--- src/rtl/useq_sequencer.sv ---
// Microprogram sequencer: writable microcode store, pc stepping, start/busy/done handshake.
// Define USEQ_WATCHDOG_EN to abort runs that exceed P_WD_LIMIT cycles (sets err).
module useq_sequencer #(
  parameter int P_LOG_MEMSIZE    = 4,
  parameter int P_NUM_D_CTRLBITS = 5,
  parameter int P_NUM_C_CTRLBITS = 2,
  parameter int P_WD_LIMIT       = 255
) (
  input  logic                                                       clk,
  input  logic                                                       rst,
  input  logic                                                       prog_we,
  input  logic [P_LOG_MEMSIZE-1:0]                                   prog_addr,
  input  logic [P_NUM_D_CTRLBITS+P_NUM_C_CTRLBITS+P_LOG_MEMSIZE-1:0] prog_data,
  input  logic                                                       start,
  input  logic                                                       cres,
  output logic [P_NUM_D_CTRLBITS-1:0]                                pd_ctrl,
  output logic [P_LOG_MEMSIZE-1:0]                                   pc,
  output logic                                                       busy,
  output logic                                                       done,
  output logic                                                       err
);

  localparam int W         = P_NUM_D_CTRLBITS + P_NUM_C_CTRLBITS + P_LOG_MEMSIZE;
  localparam int MEM_DEPTH = 1 << P_LOG_MEMSIZE;

  localparam logic [P_NUM_C_CTRLBITS-1:0] CC_NEXT = P_NUM_C_CTRLBITS'(0);
  localparam logic [P_NUM_C_CTRLBITS-1:0] CC_JUMP = P_NUM_C_CTRLBITS'(1);
  localparam logic [P_NUM_C_CTRLBITS-1:0] CC_BRZ  = P_NUM_C_CTRLBITS'(2);
  localparam logic [P_NUM_C_CTRLBITS-1:0] CC_HALT = P_NUM_C_CTRLBITS'(3);

  if (P_NUM_C_CTRLBITS != 2 || P_WD_LIMIT < 1) begin : g_cfg_check
    $error("useq_sequencer: sequencing field must be 2 bits and watchdog limit >= 1");
  end

  typedef enum logic [1:0] {
    ST_IDLE = 2'b00,
    ST_RUN  = 2'b01,
    ST_DONE = 2'b10
  } state_t;

  state_t                      state_r;
  logic [W-1:0]                mem_r [MEM_DEPTH];
  logic [W-1:0]                word_s;
  logic [P_NUM_D_CTRLBITS-1:0] dctrl_s;
  logic [P_NUM_C_CTRLBITS-1:0] cctrl_s;
  logic [P_LOG_MEMSIZE-1:0]    target_s;
  logic [P_LOG_MEMSIZE-1:0]    pc_inc_s;
  logic [P_LOG_MEMSIZE-1:0]    pc_next_s;
  logic                        wd_trip_s;

`ifdef USEQ_WATCHDOG_EN
  localparam int WD_W = $clog2(P_WD_LIMIT + 1);
  logic [WD_W-1:0] wd_cnt_r;
  // The counter holds (RUN cycles so far - 1), so it trips during the last allowed cycle.
  assign wd_trip_s = (wd_cnt_r == WD_W'(P_WD_LIMIT - 1));
`else
  assign wd_trip_s = 1'b0;
  assign err       = 1'b0;
`endif

  // Decode the current microword and compute the following pc.
  always_comb begin
    word_s    = mem_r[pc];
    dctrl_s   = word_s[W-1 -: P_NUM_D_CTRLBITS];
    cctrl_s   = word_s[P_LOG_MEMSIZE +: P_NUM_C_CTRLBITS];
    target_s  = word_s[P_LOG_MEMSIZE-1:0];
    pc_inc_s  = pc + P_LOG_MEMSIZE'(1);
    case (cctrl_s)
      CC_NEXT: pc_next_s = pc_inc_s;
      CC_JUMP: pc_next_s = target_s;
      CC_BRZ:  pc_next_s = cres ? target_s : pc_inc_s;
      default: pc_next_s = pc;
    endcase
  end

  // Control word follows the store combinationally in RUN; an async reset forces IDLE and hence zero.
  assign pd_ctrl = (state_r == ST_RUN) ? dctrl_s : {P_NUM_D_CTRLBITS{1'b0}};

  // Microcode store: writable only while idle, never cleared by reset.
  always_ff @(posedge clk) begin
    if (prog_we && (state_r == ST_IDLE)) begin
      mem_r[prog_addr] <= prog_data;
    end
  end

  // Sequencer FSM with registered handshake outputs.
  always_ff @(posedge clk or posedge rst) begin
    if (rst) begin
      state_r  <= ST_IDLE;
      pc       <= {P_LOG_MEMSIZE{1'b0}};
      busy     <= 1'b0;
      done     <= 1'b0;
`ifdef USEQ_WATCHDOG_EN
      wd_cnt_r <= {WD_W{1'b0}};
      err      <= 1'b0;
`endif
    end else begin
      case (state_r)
        ST_IDLE: begin
          done <= 1'b0;
          if (start) begin
            state_r  <= ST_RUN;
            pc       <= {P_LOG_MEMSIZE{1'b0}};
            busy     <= 1'b1;
`ifdef USEQ_WATCHDOG_EN
            wd_cnt_r <= {WD_W{1'b0}};
            err      <= 1'b0;
`endif
          end else begin
            busy <= 1'b0;
          end
        end
        ST_RUN: begin
          if (cctrl_s == CC_HALT) begin
            state_r <= ST_DONE;
            busy    <= 1'b0;
            done    <= 1'b1;
          end else if (wd_trip_s) begin
            state_r <= ST_IDLE;
            pc      <= {P_LOG_MEMSIZE{1'b0}};
            busy    <= 1'b0;
`ifdef USEQ_WATCHDOG_EN
            err     <= 1'b1;
`endif
          end else begin
            pc       <= pc_next_s;
`ifdef USEQ_WATCHDOG_EN
            wd_cnt_r <= wd_cnt_r + WD_W'(1);
`endif
          end
        end
        ST_DONE: begin
          state_r <= ST_IDLE;
          pc      <= {P_LOG_MEMSIZE{1'b0}};
          busy    <= 1'b0;
          done    <= 1'b0;
        end
        default: begin
          state_r <= ST_IDLE;
          pc      <= {P_LOG_MEMSIZE{1'b0}};
          busy    <= 1'b0;
          done    <= 1'b0;
        end
      endcase
    end
  end

endmodule

--- config.mk ---
export PLATFORM = sky130hd
export DESIGN_NAME = useq_sequencer
export DESIGN_NICKNAME = d
export VERILOG_FILES = /design/src/rtl/useq_sequencer.sv
export SDC_FILE = /design/constraint.sdc
export NUM_CORES = 1
export LEC_CHECK = 0
export BUFFER_PORTS_ARGS = -buffer_cell sky130_fd_sc_hd__buf_2
export CAP_MARGIN = 20
export CORE_AREA = 2 2 127 129
export DETAILED_ROUTE_END_ITERATION = 8
export DIE_AREA = 0 0 129 131
export GPL_ROUTABILITY_DRIVEN = 0
export PLACE_DENSITY = 0.66
export SLEW_MARGIN = 15
export SYNTH_ARGS = -nofsm -noshare
export SYNTH_HDL_FRONTEND = slang
export SYNTH_SLANG_ARGS = --single-unit
--- constraint.sdc ---
create_clock -name clk -period 8.18 [get_ports clk]
set_input_delay 1.227 -clock clk [delete_from_list [all_inputs] [get_ports clk]]
set_output_delay 1.227 -clock clk [all_outputs]
set_load 0.05 [all_outputs]
# == Yosys cells after proc, flatten, opt, wreduce, memory -nomap -nowiden ==
# Memory sizes are Yosys's and may differ from the RTL's.
# Index checks and enable logic that the tools add are counted.
# totals
latchBits,0
reg_bits,8
in_bits,20
ramBits,176
n_memories,1
output_inout_bits,12
elab_cells,35
mem_bits_ro,0
# op_classes
n_bitwise,0
n_lt_le_gt_ge,0
shift,0
mux,16
multipliers,0
addsub,1
div,0
eq_ne,8
n_reduce_logical,5
# memory_table
memory,words,word_bits,rd,rd_ports_with_merged_regs,write_ports,line_no,rtl
mem_r,16,11,1,0,1,42,logic [W-1:0] mem_r [MEM_DEPTH];
# op_table
operator,count
$mux W4,3
$pmux W4 S3,1
$pmux W4 S2,1
$mux W1,6
$mux W5,1
$add A4 B1 Y4 const B,1
$eq A2 B1 Y1 const B,2
$eq A2 B2 Y1 const B,2
$logic_not A2 Y1,2
$mux W2,2
$ne A2 B2 Y1 const B,2
$ne A4 B1 Y1 const B,1
$pmux W2 S2,1
$reduce_and A3 Y1,1
$ne A2 B1 Y1 const B,1
$pmux W1 S2,1
$reduce_and A2 Y1,1
$logic_and A1 B1 Y1,1

# == Depth between registers and ports, before layout ==
# logic_depth
depth_word,5
depth_mapped,14
depth_no_buf,11

# == Worst setup path after synthesis ==
# No wires, ideal clock.
# synth_timing
path_type,reg-to-output
startpoint,register pc[2]
endpoint,output pd_ctrl[2]
t_arrival_ns,2.390
required_time_ns,6.953
path_stages_with_launch,6
setup_slack_ns,4.563
path_buffers,2
cell_sequence,dfrtp_1 -> buf_2 -> clkbuf_1 -> mux4_2 -> mux4_2 -> nor2b_1
# synth_between
elab_chain_cells,2
# synth_rtl
item,line_no,rtl
start: declaration,17,"output logic [P_LOG_MEMSIZE-1:0] pc,"
start signal: assignment,90,pc <= {P_LOG_MEMSIZE{1'b0}};
start signal: assignment,103,pc <= {P_LOG_MEMSIZE{1'b0}};
start signal: assignment,120,pc <= {P_LOG_MEMSIZE{1'b0}};
$mem_v2 Z16 W11,--,
$mux W5,77,assign pd_ctrl = (state_r == ST_RUN) ? dctrl_s : {P_NUM_D_CTRLBITS{1'b0}};
end: declaration,16,"output logic [P_NUM_D_CTRLBITS-1:0] pd_ctrl,"
# No other way between the ends.

# == Worst setup path after layout ==
# layout_timing
startpoint,register pc[0]
endpoint,register pc[2]
# layout_between
elab_chain_cells,5
word_cells_on_any_way,13
# layout_rtl
item,line_no,rtl
$mem_v2 Z16 W11 / $add A4 B1 Y4 (equally long branches),--,
$eq A2 B2 Y1 (tied with other cells),68,case (cctrl_s)
$pmux W4 S3,68,
$mux W4,114,if (cctrl_s == CC_HALT) begin
$pmux W4 S2,98,case (state_r)
# Several ways; a longest one is shown, not always the timed one. The select of a mux whose other input is x is not followed.
# A chain may end at the register's enable or synchronous reset.

==> impl_metrics.py <==
metrics = {
    "outcome": {
        "outcome": "complete, no violations",
    },
    "pwr": {
        "seqPwrFrac_pct": 44.0,
        "p_sw_share_pct": 28.9,
        "p_int_w": 0.00185,
        "power_switching_w": 0.000751,
        "p_leak_nw": 2.69,
        "clkPwrFrac_pct": 31.8,
        "irDropWorstVdd_v": 0.000149,
        "combPwrFrac_pct": 24.2,
        "p_per_area_nw_per_um2": 309,
    },
    "global_routing": {
        "grt_use_total_pct": 19.2,
        "grt_most_used_layer": "met2",
        "grt_pass1_vias": 3618,
        "grtUsageMet3_pct": 4.76,
        "use_met2_pct": 28.8,
        "use_met1_pct": 27.3,
        "gr-total-overflow": 0,
        "grt_antenna_before_repair": 0,
        "grt_pass1_wl_um": 22300,
        "grt_max_degree": 56,
    },
    "sta": {
        "finalHoldViolations": 0,
        "slew_viol_final": 0,
        "fin_crit_ns": 4.46,
        "tns_ns": 0,
        "setup_viol": 0,
        "setup_slack_ns": 3.72,
        "tightestPinTransition_ns": 0.998,
        "period_share_pct": 54.5,
        "finClkSkew_ns": 0.00614,
        "rsz0062_at_grt": "no",
        "maxClockFrequency_mhz": 224,
        "relSlewSlack_pct": 33.4,
    },
    "detailed_routing": {
        "drc": 0,
        "via_count": 3613,
        "via_per_inst": 5.69,
        "detail_route.wl_per_cell_um": 23.9,
        "wirelength_um": 15200,
        "antenna_left": 0,
        "drt-pass1-iter-count": 5,
        "first_iter_violations": 394,
    },
    "cts": {
        "hold_buffers": 0,
        "cts_tree": "built",
        "clk_latency_ns": 0.42,
        "cts.sinks": 184,
        "cts_setup_buffers": 0,
        "htreeDepth": 4,
        "cts_buffer_depth": 2,
        "cts_root_buffer": "clkbuf_16",
        "cts_resized": 0,
        "clkSlewWorstSetupHoldPaths_ns": 0.06,
        "cts_buffers": 17,
    },
    "worst_hold_path": {
        "hp-class": "reg -> reg",
        "min_from": "done",
    },
    "synthesis": {
        "yosysWarnings": 0,
        "synth-main-ff-cell": "edfxtp_1",
        "synth_nets": 387,
        "ys_seq_elements": 184,
        "synth_area_per_cell_um2": 20.3,
        "yosysSeqAreaShare_pct": 74.5,
        "synth_area_um2": 7360,
        "synthArstFlopShare_pct": 4.35,
        "synth.distinct_cells": 37,
        "syn_inst": 362,
        "synth_edf_count": 176,
    },
    "final_layout": {
        "final_common_cell": "edfxtp_1",
        "mostFrequentLayoutCells": "176 x edfxtp_1, 46 x mux4_2, 30 x buf_2",
        "layout-drive-gt1-share_pct": 30.8,
        "fillCellCount": 1200,
        "fin_area_um2": 8400,
        "final_cells": 635,
        "antenna_cells": 0,
        "area.growth.synth_to_final_pct": 14.2,
        "finish.utilization_pct": 53.9,
        "nNetsFinal": 432,
    },
    "place": {
        "postPlaceCellArea_um2": 7810,
        "dpl.hpwl_um": 8980,
        "dp.cells": 604,
        "port_buffers": 30,
        "place_ws_ns": 3.69,
    },
    "job": {
        "cap_viol_max_count": 0,
    },
    "critical_path": {
        "arrival_ns": 4.76,
        "startpoint": "pc[0]",
        "endpoint_kind": "flop",
        "worstPathMaxFanout": 55,
        "r2r-start": "pc[0]",
        "required_ns": 8.48,
        "critPathKind": "reg -> reg",
        "critPathLaunchType": "flop",
    },
    "floorplanning": {
        "io_pins": 32,
        "rows": 46,
        "fp.dieW_um": 129,
        "coreArea_um2": 15600,
        "dieHeight_um": 131,
        "start_util_pct": 47.2,
        "die-area_um2": 16900,
    },
}
through the flow:
| step | total power, W | hold slack [ns] |
|---|---|---|
| 6_report | 0.00260 | 0.530 |
| 4_1_cts | 0.00262 | 0.538 |
| 5_1_grt | 0.00270 | 0.584 |
| 3_3_place_gp | 0.00178 | 0.473 |
| 2_1_floorplan | 0.00165 | 0.484 |
| 3_5_place_dp | 0.00180 | 0.523 |
routing by layer:
metal,up-vias,routed length (um)
met2,119,7010
met5,-,0
met1,1892,6960
met3,32,850
li1,1570,-
met4,0,352
layout make-up:
class / count / area, um^2 / area share (%)
Multi-Input combinational cell: 152 / 1760 / 21.0
Inverter: 8 / 30.0 / 0.357
Clock buffer: 19 / 433 / 5.15
Sequential cell: 184 / 5490 / 65.4
Timing Repair Buffer: 44 / 255 / 3.04
Clock inverter: 12 / 158 / 1.88
Tap cell: 216 / 270 / 3.22
cell families after synthesis:
logic type / share of synthesized area, %
multiplexers: 15.5
flip-flops: 74.5
other: 0.0510
AO/OA/AOI/OAI: 2.31
buffers and inverters: 1.92
AND/OR/NAND/NOR: 4.81
adder cells (fa/ha/maj): 0.850
worst max-delay path, stage by stage (launching register included):
cell and delay (ns):
dfrtp_4 1.08, mux4_2 0.60, mux2_2 0.27, o21ai_0 0.34, inv_1 0.12, ha_1 0.27
nand2b_1 0.18, o21ai_0 0.34, nor4b_1 0.62, o211ai_1 0.30, o311ai_0 0.18
power groups by stage:
stage	clock network (W)	registers, W	logic (W)
2_1_floorplan	0	0.00114	0.000509
3_3_place_gp	0	0.00117	0.000617
3_5_place_dp	0	0.00117	0.000627
4_1_cts	0.000838	0.00115	0.000629
5_1_grt	0.000874	0.00116	0.000670
6_report	0.000827	0.00114	0.000627
sequential cells by signal, indices dropped and copies added, names as in the netlist:
signal / flops
state_r: 2
pc: 4
done: 1
busy: 1
mem_r: 176
worst paths after layout:
check	end	slack [ns]	cells after the start
min in group asynchronous	pc[1]	0.74	2
max reg2reg	pc[2]	3.72	10
max in group asynchronous	pc[0]	7.18	2
min	done	0.53	2
min reg2reg	done	0.53	2
max	pc[2]	3.72	10
synth_stat cells (3+ instances only):
master	instances	area share, %
edfxtp_1	176	72
mux4_2	46	14
nor2_1	17	0.87
nand2b_1	11	0.94
nor2b_1	9	0.77
nor3_1	9	0.61
dfrtp_1	8	2.7
inv_1	8	0.41
clkbuf_1	7	0.36
nand2_1	7	0.36
mux2i_1	6	0.82
a21oi_1	5	0.34
buf_2	5	0.34
ha_1	5	0.85
o21ai_0	5	0.34
buf_6	4	0.61
mux2_2	4	0.61
nand3_1	4	0.27
nor4b_1	3	0.36
(Power assumes the default switching activity.)
